## src/rtl/pp_acc_pkg.sv

```systemverilog
// pp_acc_pkg: default widths and signed saturation bounds shared by the accumulator and its adder.
package pp_acc_pkg;
    localparam int PP_W_DEF  = 45;
    localparam int ACC_W_DEF = 48;
    localparam int BOUND_W   = 128;
    function automatic logic [BOUND_W-1:0] sat_max(input int w);
        return (BOUND_W'(1) << (w - 1)) - BOUND_W'(1);
    endfunction
    function automatic logic [BOUND_W-1:0] sat_min(input int w);
        return ~sat_max(w);
    endfunction
endpackage

```

## src/rtl/sat_add.sv

```systemverilog
// sat_add: combinational signed adder reporting two's-complement overflow, optionally clamping the sum.
module sat_add
    import pp_acc_pkg::*;
#(
    parameter int W        = ACC_W_DEF,
    parameter bit SATURATE = 1'b1
) (
    input  logic signed [W-1:0] a_i,
    input  logic signed [W-1:0] b_i,
    output logic signed [W-1:0] sum_o,
    output logic                ovf_o
);
    localparam logic signed [W-1:0] MAX = W'(sat_max(W));
    localparam logic signed [W-1:0] MIN = W'(sat_min(W));
    logic signed [W-1:0] raw;
    assign raw   = a_i + b_i;
    assign ovf_o = (a_i[W-1] == b_i[W-1]) && (raw[W-1] != a_i[W-1]);
    assign sum_o = (SATURATE && ovf_o) ? (a_i[W-1] ? MIN : MAX) : raw;
endmodule

```

## src/rtl/partial_product_accumulator.sv

```systemverilog
// partial_product_accumulator: recombines split 27x18 partial products and sums them per
// in_last-delimited group, emitting each group total through a registered valid/ready port.
module partial_product_accumulator
    import pp_acc_pkg::*;
#(
    parameter int PP_W     = PP_W_DEF,
    parameter int ACC_W    = ACC_W_DEF,
    parameter bit SATURATE = 1'b1
) (
    input  logic                    clk,
    input  logic                    reset,
    input  logic signed [PP_W-1:0]  pp_lo,
    input  logic signed [PP_W-1:0]  pp_hi,
    input  logic                    in_last,
    input  logic                    in_valid,
    output logic                    in_ready,
    output logic signed [ACC_W-1:0] acc_out,
    output logic                    acc_ovf,
    output logic                    out_valid,
    input  logic                    out_ready
);
    logic                    en, take, done, ovf, grp_ovf_d;
    logic                    s1_valid_q, s1_last_q, first_q, grp_ovf_q, acc_ovf_q, out_valid_q;
    logic signed [PP_W-1:0]  pp_lo_q, pp_hi_q, pp_sum;
    logic signed [ACC_W-1:0] prod, base, acc_d, acc_q, acc_out_q;

    assign en        = !(out_valid_q && !out_ready);
    assign in_ready  = en;
    assign take      = in_valid && en;
    assign done      = en && s1_valid_q && s1_last_q;
    // The two partial products always sum to the exact 45-bit product, so no overflow check here.
    assign pp_sum    = pp_lo_q + pp_hi_q;
    assign prod      = ACC_W'(pp_sum);
    assign base      = first_q ? '0 : acc_q;
    assign grp_ovf_d = (!first_q && grp_ovf_q) || ovf;
    assign acc_out   = acc_out_q;
    assign acc_ovf   = acc_ovf_q;
    assign out_valid = out_valid_q;

    sat_add #(.W(ACC_W), .SATURATE(SATURATE)) u_add (
        .a_i  (base),
        .b_i  (prod),
        .sum_o(acc_d),
        .ovf_o(ovf)
    );

    always_ff @(posedge clk or posedge reset) begin
        if (reset) begin
            s1_valid_q  <= 1'b0;
            s1_last_q   <= 1'b0;
            pp_lo_q     <= '0;
            pp_hi_q     <= '0;
            first_q     <= 1'b1;
            acc_q       <= '0;
            grp_ovf_q   <= 1'b0;
            acc_out_q   <= '0;
            acc_ovf_q   <= 1'b0;
            out_valid_q <= 1'b0;
        end else if (en) begin
            s1_valid_q <= take;
            if (take) begin
                pp_lo_q   <= pp_lo;
                pp_hi_q   <= pp_hi;
                s1_last_q <= in_last;
            end
            if (s1_valid_q) begin
                if (s1_last_q) begin
                    acc_out_q <= acc_d;
                    acc_ovf_q <= grp_ovf_d;
                    first_q   <= 1'b1;
                end else begin
                    acc_q     <= acc_d;
                    grp_ovf_q <= grp_ovf_d;
                    first_q   <= 1'b0;
                end
            end
            // en implies any held result is consumed now, so only a fresh completion keeps valid high.
            out_valid_q <= done;
        end
    end
endmodule
```

## config.mk

```make
export PLATFORM = sky130hd
export DESIGN_NAME = partial_product_accumulator
export DESIGN_NICKNAME = d
export VERILOG_FILES = /design/src/rtl/pp_acc_pkg.sv /design/src/rtl/sat_add.sv /design/src/rtl/partial_product_accumulator.sv
export SDC_FILE = /design/constraint.sdc
export NUM_CORES = 1
export LEC_CHECK = 0
export ABC_AREA = 1
export CAP_MARGIN = 10
export CORE_ASPECT_RATIO = 0.7
export CORE_UTILIZATION = 40
export DETAILED_ROUTE_END_ITERATION = 12
export PLACE_DENSITY = 0.65
export RECOVER_POWER = 100
export SLEW_MARGIN = 30
export SYNTH_ARGS = -nofsm -noshare
export SYNTH_HDL_FRONTEND = slang
export SYNTH_SLANG_ARGS = --single-unit
```

## constraint.sdc

```tcl
create_clock -name clk -period 6.89 [get_ports clk]
set_input_delay 2.067 -clock clk [delete_from_list [all_inputs] [get_ports clk]]
set_output_delay 2.067 -clock clk [all_outputs]
set_load 0.02 [all_outputs]
```

[After elaboration in Yosys (flattened, before gate mapping)]
Cells that the tools add are included.
Operators by class
  bitwise logic cells: 2
  magnitude comparators: 0
  mux-type cells: 4
  shift operators: 0
  multipliers: 0
  reduce and logical (&&, ||, !) cells: 14
  eq/ne operators: 2
  add/subtract/negate cells: 2
  divide/modulo/power cells: 0
Operator list (number)
  $mux W48: 3
  $add A48 B45 Y48: 1
  $add A45 B45 Y45: 1
  $logic_and A1 B1 Y1: 6
  $reduce_and A3 Y1: 2
  $reduce_and A2 Y1: 2
  $logic_not A1 Y1: 3
  $not A1 Y1: 2
  $eq A1 B1 Y1: 1
  $logic_or A1 B1 Y1: 1
  $mux W1: 1
  $ne A1 B1 Y1: 1
Word-level totals
  memories kept: 0
  bits of input ports: 95
  bits in latches: 0
  logic and storage cells: 34
  output and inout bits: 51
  memory bits (read-only): 0
  register bits: 192
  RAM bits: 0

[Depth between registers and ports, before layout]
Gate-level depths: netlist of run 1.
  depth in word-level cells: 5
  gate-level depth with buffers: 31
  depth with buffers taken out: 31

[Cells and area by module]
A second synthesis of run 1 with hierarchy kept.
Second synthesis, totals
  cell total of the unflattened synthesis: 2336
  area, all modules: 15755.1 um^2
Modules (own cells, without submodules)
  partial_product_accumulator: area an instance 11118.2 um^2, times used 1, cells an instance 1342, seq. area each 4805.9 um^2
  sat_add: area an instance 4636.9 um^2, times used 1, cells an instance 994, seq. area each 0.0 um^2

[Worst setup path after synthesis of run 1]
Ideal clock, no wire load.
  path kind: input -> output
  start: input port out_ready
  end: output port in_ready
  data arrival time: 2304 ps
  setup slack: 2519 ps
  path buffers: 0
  required time: 4823 ps
  stages: 2
  path through: inv_1 > nand2_1
Between the ends
  cells in the longest elaborated chain, start to end: 3
Ends and longest elaborated chain
  start, declared: line partial_product_accumulator.sv:20  | input logic out_ready
  $logic_not A1 Y1: line partial_product_accumulator.sv:27  | assign en = !(out_valid_q && !out_ready);
  $logic_and A1 B1 Y1: line partial_product_accumulator.sv:27
  $logic_not A1 Y1: line partial_product_accumulator.sv:27
  end, declared: line partial_product_accumulator.sv:16  | output logic in_ready,
Every way passes these cells.

[Worst setup path after layout of run 1]
  start: register pp_lo_q[0]
  end: register acc_q[7]
Between the ends
  cells in the longest elaborated chain, start to end: 5
  elaborated cells on any way between the ends: 6
  those cells by class: add/sub: 2; eq/ne: 2; mux: 1; reduce/logical: 1
Ends and longest elaborated chain
  start, declared: line partial_product_accumulator.sv:24  | logic signed [PP_W-1:0] pp_lo_q, pp_hi_q, pp_sum;
  start signal, assigned: line partial_product_accumulator.sv:62  | pp_lo_q <= pp_lo;
  $add A45 B45 Y45 *: line partial_product_accumulator.sv:32  | assign pp_sum = pp_lo_q + pp_hi_q;
  $add A48 B45 Y48: line sat_add.sv:16  | assign raw = a_i + b_i;
  $ne A1 B1 Y1: line sat_add.sv:17  | assign ovf_o = (a_i[W-1] == b_i[W-1]) && (raw[W-1] != a_i[W-1]);
  $logic_and A1 B1 Y1: line sat_add.sv:17
  $mux W48 *: line sat_add.sv:18  | assign sum_o = (SATURATE && ovf_o) ? (a_i[W-1] ? MIN : MAX) : raw;
  end signal, assigned: line partial_product_accumulator.sv:54  | acc_q <= '0;
  end signal, assigned: line partial_product_accumulator.sv:72  | acc_q <= acc_d;
  end, declared: line partial_product_accumulator.sv:25  | logic signed [ACC_W-1:0] prod, base, acc_d, acc_q, acc_out_q;
Mark *: on every way between the ends. The rest lies on a longest branch, timed or not.
A chain may end at the register's enable or synchronous reset.

==> results of run 1 <==
## final timing paths
path	depth (start not counted)	to	slack [ps]	from
max	23	acc_q[7]$_DFFE_PP0P_	1000	pp_lo_q[0]$_DFFE_PP0P_
min	2	acc_out[10]$_DFFE_PP0P_	480	acc_out[10]$_DFFE_PP0P_
max reg2reg	23	acc_q[7]$_DFFE_PP0P_	1000	pp_lo_q[0]$_DFFE_PP0P_
min reg2reg	2	acc_out[10]$_DFFE_PP0P_	480	acc_out[10]$_DFFE_PP0P_
max in group asynchronous	3	acc_q[39]$_DFFE_PP0P_	1430	reset
min in group asynchronous	2	pp_lo_q[15]$_DFFE_PP0P_	2340	reset
## stage by stage
step	cells	hold slack [ps]	util
3_3_place_gp	2542	463	0.463
6_report	2574	478	0.477
4_1_cts	2574	485	0.479
2_1_floorplan	1962	449	-
3_5_place_dp	2542	464	0.463
5_1_grt	2574	492	0.477
## power by group
group	total [W]	switching, W	internal, W
clock	0.000985	0.000465	0.000520
sequential	0.00172	0.000207	0.00152
combinational	0.00543	0.00359	0.00185
## registers in the layout, summed over array words and instances, names as in the netlist
| signal | flops |
|---|---|
| s1_valid_q | 1 |
| pp_hi_q | 45 |
| acc_out | 48 |
| first_q | 1 |
| acc_q | 48 |
| acc_ovf | 1 |
| out_valid | 1 |
| pp_lo_q | 45 |
| grp_ovf_q | 1 |
| s1_last_q | 1 |
## worst max-delay path, stage by stage, from the launching register on
cell	delay [ps]
dfrtp_1	370
ha_1	200
inv_1	90
fa_1	470
o21ai_1	310
inv_1	100
o21ai_0	680
a31oi_1	300
o21ai_1	360
a21oi_1	140
xor2_1	180
ha_1	370
a21oi_1	220
nand2_1	120
a21oi_1	210
nand2_1	90
nand2_1	80
nand2_1	50
nor2_1	260
nand3_4	450
nand2_1	190
nand2_1	110
nand2_1	80
o21ai_0	120
## cell families (layout without fill, tap and decap cells)
kind of cell | Yosys count | after routing | share of synthesized area
DFF | 192 | 192 | 0.338
xor gates and xnor gates | 75 | 75 | 0.0462
muxes | 89 | 89 | 0.0705
AOI/OAI and AO/OA | 280 | 280 | 0.109
adders and majority gates | 93 | 93 | 0.0830
buffers and inverters | 264 | 404 | 0.0745
and+or+nand+nor | 969 | 969 | 0.279
## layer usage
| metal | up-vias | routed length [um] | global-route usage |
|---|---|---|---|
| met2 | 410 | 18000 | 0.358 |
| met5 | - | 0 | 0 |
| li1 | 6574 | - | - |
| met3 | 35 | 2990 | 0.0482 |
| met4 | 0 | 637 | 0.0543 |
| met1 | 6146 | 21700 | 0.370 |
## cells in the final DEF, fill, tap and decap left out, types with 4 or more instances in the layout
cell             synthesis  final
nor2_1                 200    201
nand4_1                 21     21
nand3_1                 48     49
inv_2                    8      8
dfrtp_1                191    191
a21oi_1                115    115
a21o_1                   6      6
nor2_2                   7      6
o21a_1                   9      9
nor4_1                   5      5
o21ai_0                 67    103
ha_1                    91     91
inv_1                  212    211
nor3_1                  18     18
nand2_2                 21     15
o211ai_1                 4      4
nand3b_1                 6      6
xnor2_1                 17     17
nand2_1                627    633
dlygate4sd3_1            0     53
xor2_1                  58     58
o21bai_1                15     15
clkdlybuf4s50_1          0     92
a21boi_0                10     10
clkbuf_16                0     17
a31oi_1                  7      7
mux2_2                  89     89
## synthesized netlist by cell type (all sizes together) (2+ instances only)
master / instances / share of area
nor3: 19 / 0.0070
nand3b: 6 / 0.0032
xnor2: 17 / 0.010
o21bai: 15 / 0.0079
xor2: 58 / 0.036
a21boi: 10 / 0.0053
clkbuf: 25 / 0.0066
a31oi: 7 / 0.0031
o21a: 9 / 0.0048
a21o: 6 / 0.0032
o211ai: 4 / 0.0021
a21oi: 117 / 0.042
nand3: 53 / 0.021
inv: 220 / 0.058
nand4: 22 / 0.010
o21ai: 106 / 0.037
and3: 3 / 0.0013
dfrtp: 191 / 0.34
ha: 91 / 0.080
buf: 19 / 0.0098
fa: 2 / 0.0028
nor2: 209 / 0.058
nand2: 648 / 0.17
o22ai: 2 / 0.00088
nor4: 5 / 0.0022
nand2b: 3 / 0.0013
mux2: 89 / 0.071
## area by class of cell
type	count	area, um^2
fill	3697	18200
multi-input combinational	1506	8320
sequential	192	4810
timing repair buffer	152	1490
inverter	220	827
tap	472	591
clock buffer	21	460
clock inverter	11	105
==> summary.md, run 1 <==
| Metric | Value |
|---|---|
| Status | `finished, violations left` |
| Failing checks | `max-capacitance violations, max-slew violations` |
| Detailed-route wire length | `43,300 um` |
| # IOs | `146` |
| Worst slew pin tran | `3250 ps` |
| Design Area, Final | `16,600 um^2` |
| Final period util | `0.854` |
| DR pass1 iterations | `6` |
| Mapped Avg Cell Area | `7.24 um^2` |
| Setup TNS | `0 ps` |
| Syn Nets | `2,150` |
| Fin. max-slew vios | `254` |
| Distinct cells, synth | `45` |
| Setup ws final | `1000 ps` |
| Initial Utilization | `0.408` |
| RSZ-0062 raised after global routing | `false` |
| Initial antenna violation count | `0` |
| Vias/cell | `5.11` |
| H-tree depth | `4` |
| Die area | `36,300 um^2` |
| Layout overhead on the synthesized area | `16.9%` |
| Synthesis Warnings | `0` |
| Leakage | `8.26 nW` |
| Total power | `0.00814 W` |
| Sequential fraction of the synthesis area | `0.338` |
| Layout cells sized above 1 | `0.0790` |
| Post-route DRC | `0` |
| First-pass GRT wire length | `68,900 um` |
| Post_cts resized | `0` |
| Kind of critical path | `reg -> reg` |
| Total track usage | `0.245` |
| Rel. slew slack | `-1.17` |
| Hold WC Path Type | `reg -> reg` |
| Max VDD drop | `184 uV` |
| Remaining Overflow, GRT | `0` |
| Asr flop ratio synth | `1.00` |
| Row Count | `57` |
| Root Driver | `clkbuf_16` |
| Post-synth EDFFs | `0` |
| Clock Skews | `12.1 ps` |
| Setup crit end kind | `flop` |
| Top_reg_cell synth | `dfrtp_1` |
| CP startpoint kind | `flop` |
| Critical Path RT | `7090 ps` |
| Post CTS Setup Buffer Count | `0` |
| WL/cell | `16.8 um` |
| CTS buffer count | `17` |
| Final HPWL DP | `35,200 um` |
| Clock Tree Buf Depth | `2` |
| Sinks on Clock Net | `192` |
| Crit path max fanout | `41` |
| Post-cts hold buffer count | `0` |
| Diode count | `0` |
| Pin count of the biggest net entering global routing | `105` |
| Initial DRC count | `1,234` |
| Port-buffer cells | `145` |
| Post-Syn Area | `14,200 um^2` |
| FMAX | `170 MHz` |
| Cell Area, Placed | `16,100 um^2` |
| Pre-CTS WS | `1400 ps` |
| Routed Antenna Nets | `0` |
| Final hold violation count | `0` |
| Die height | `160 um` |
| Arrival @ worst endpoint | `6090 ps` |
| Vias | `13,200` |
| Core area | `34,800 um^2` |
| Worst-path clk slew | `70 ps` |
| Fin crit period | `5890 ps` |
| Nets | `2,277` |
| Mapped Cells | `1,962` |
| Maximum capacitance violations | `3` |
| CTS tree | `done` |
| Worst-Skew Late Latency | `470 ps` |
| Die Wd | `227 um` |
| Vias in the first global route | `12,600` |
| # setup viols final | `0` |
| Seq cells post-synth | `192` |
| Final GP Congestion | `0.998` |
| Pwr Density | `490 nW/um^2` |
Note: power is estimated with default switching activity, not from simulation.
==> run 2: changes to the inputs <==
MAX_ROUTING_LAYER = met4   (was unset)
==> run 2 against run 1 <==
  * The flow still finishes with violations (max-capacitance violations, max-slew violations)
  * Wire length fell by 0.11%
  * Cell count barely moved
  * Non-clock buffer count rose by 1
  * Largest cell class unchanged
==> summary.md, run 2 (same netlist as run 1, synthesis figures left out) <==
| Metric | Value |
|---|---|
| Status | `finished, violations left` |
| Failing checks | `max-capacitance violations, max-slew violations` |
| Pin count of the biggest net entering global routing | `103` |
| Vias | `13,200` |
| Row Count | `57` |
| Leakage | `8.25 nW` |
| Kind of critical path | `reg -> reg` |
| DR pass1 iterations | `7` |
| Setup crit end kind | `flop` |
| Setup TNS | `0 ps` |
| Nets | `2,278` |
| Post_cts resized | `0` |
| Pwr Density | `490 nW/um^2` |
| Post-cts hold buffer count | `0` |
| Die area | `36,300 um^2` |
| CP startpoint kind | `flop` |
| H-tree depth | `4` |
| # setup viols final | `0` |
| Core area | `34,800 um^2` |
| Arrival @ worst endpoint | `5900 ps` |
| Routed Antenna Nets | `0` |
| Critical path origin | `pp_lo_q[0]$_DFFE_PP0P_` |
| Port-buffer cells | `145` |
| Max VDD drop | `198 uV` |
| Detailed-route wire length | `43,200 um` |
| Worst slew pin tran | `3240 ps` |
| Layout Cells excl Fill | `2,575` |
| Final period util | `0.829` |
| Most frequent cells in the layout | `nand2_1, inv_1, nor2_1, dfrtp_1, a21oi_1` |
| First-pass GRT wire length | `68,800 um` |
| Sequential Area | `4810 um^2` |
| Fin util | `0.477` |
| Initial DRC count | `1,162` |
| Fin. max-slew vios | `335` |
| Final hold violation count | `0` |
| Layout overhead on the synthesized area | `16.9%` |
| Multi-input logic area | `8320 um^2` |
| Hold WC Path Type | `reg -> reg` |
| Setup ws final | `1180 ps` |
| Initial antenna violation count | `1` |
| Rel. slew slack | `-1.16` |
| Die height | `160 um` |
| Clock Skews | `12.1 ps` |
| Worst reg2reg path depth | `25` |
| Root Driver | `clkbuf_16` |
| CTS tree | `done` |
| Crit path max fanout | `41` |
| Post CTS Setup Buffer Count | `0` |
| Die Wd | `227 um` |
| Layout cells sized above 1 | `0.0789` |
| Initial Utilization | `0.408` |
| Worst-path clk slew | `70 ps` |
| Remaining Overflow, GRT | `0` |
| CTS buffer count | `17` |
| Hold path depth | `2` |
| HP Start | `acc_out[2]$_DFFE_PP0P_` |
| Sinks on Clock Net | `192` |
| RSZ-0062 raised after global routing | `false` |
| Commonest non-fill, non-tap cell in the layout | `nand2_1` |
| # IOs | `146` |
| Fillers | `3,637` |
| Worst-Skew Late Latency | `460 ps` |
| Post-route DRC | `0` |
| DP Cell Count | `2,542` |
| Final HPWL DP | `35,100 um` |
| Maximum capacitance violations | `5` |
| Final GP Congestion | `1.02` |
| Total track usage | `0.252` |
| Clock Tree Buf Depth | `2` |
| Pre-CTS WS | `1400 ps` |
| Total power | `0.00814 W` |
| Critical Path RT | `7080 ps` |
| Diode count | `0` |
| Reg2reg start | `pp_lo_q[0]$_DFFE_PP0P_` |
| Vias in the first global route | `12,700` |
| FMAX | `175 MHz` |
| WL/cell | `16.8 um` |
| Fin crit period | `5710 ps` |
| Vias/cell | `5.11` |
## run 2: cell count changes in the layout (fill, tap and decap cells not counted), sizes merged
| cell | change |
|---|---|
| inv | -1 |
| clkinvlp | +1 |
| clkbuf | +2 |
| buf | -1 |
## run 2: path summary, 6_finish.rpt
kind	endpoint	slack [ps]
worst max-delay path	acc_q[12]$_DFFE_PP0P_	1180
worst min-delay path	acc_out[2]$_DFFE_PP0P_	470
worst max register to register	acc_q[12]$_DFFE_PP0P_	1180
worst min register to register	acc_out[2]$_DFFE_PP0P_	470
max in group asynchronous	acc_q[31]$_DFFE_PP0P_	1920
min in group asynchronous	pp_hi_q[14]$_DFFE_PP0P_	2040
## run 2: critical path, stage by stage (launching register included)
cell and delay, ps:
dfrtp_1 350, ha_1 200, inv_1 100, fa_1 460, o21ai_0 420, nand2_1 110
nand3_1 250, a21oi_1 180, o21ai_0 370, a21oi_1 190, nand2b_1 220, nand3_1 80
nand2_1 60, ha_1 370, nand2_1 100, nand2_1 60, a21boi_0 300, nand2_1 130
a21oi_1 190, nand2_1 70, nor2_1 270, nand3_4 450, nand2_1 170, nand2_1 100
nand2_1 80, o21ai_0 140
## run 2: where the power goes
part           switching [W]  internal (W)
clock network       0.000459      0.000520
registers           0.000207       0.00152
logic                0.00359       0.00185
total                0.00425       0.00388
## run 2: layout make-up
type,count,area share
Tap cell,472,0.0356
Sequential cell,192,0.290
Clock inverter,11,0.00648
Multi-Input combinational cell,1506,0.501
Timing Repair Buffer,153,0.0899
Inverter,220,0.0498
Clock buffer,21,0.0277
## run 2: through the flow
step	hold WS [ps]	area (um^2)
floorplan	449	14200
global placement	463	16100
detailed placement	464	16100
finish	471	16600
CTS	482	16700
global route	494	16600
## run 2: metal layers
layer,track usage,vias up,routed length [um],share of wire
met3,0.0453,45,3090,0.072
li1,-,6566,-,-
met1,0.368,6102,21500,0.50
met5,-,-,0,0
met4,0.0680,0,819,0.019
met2,0.353,438,17800,0.41
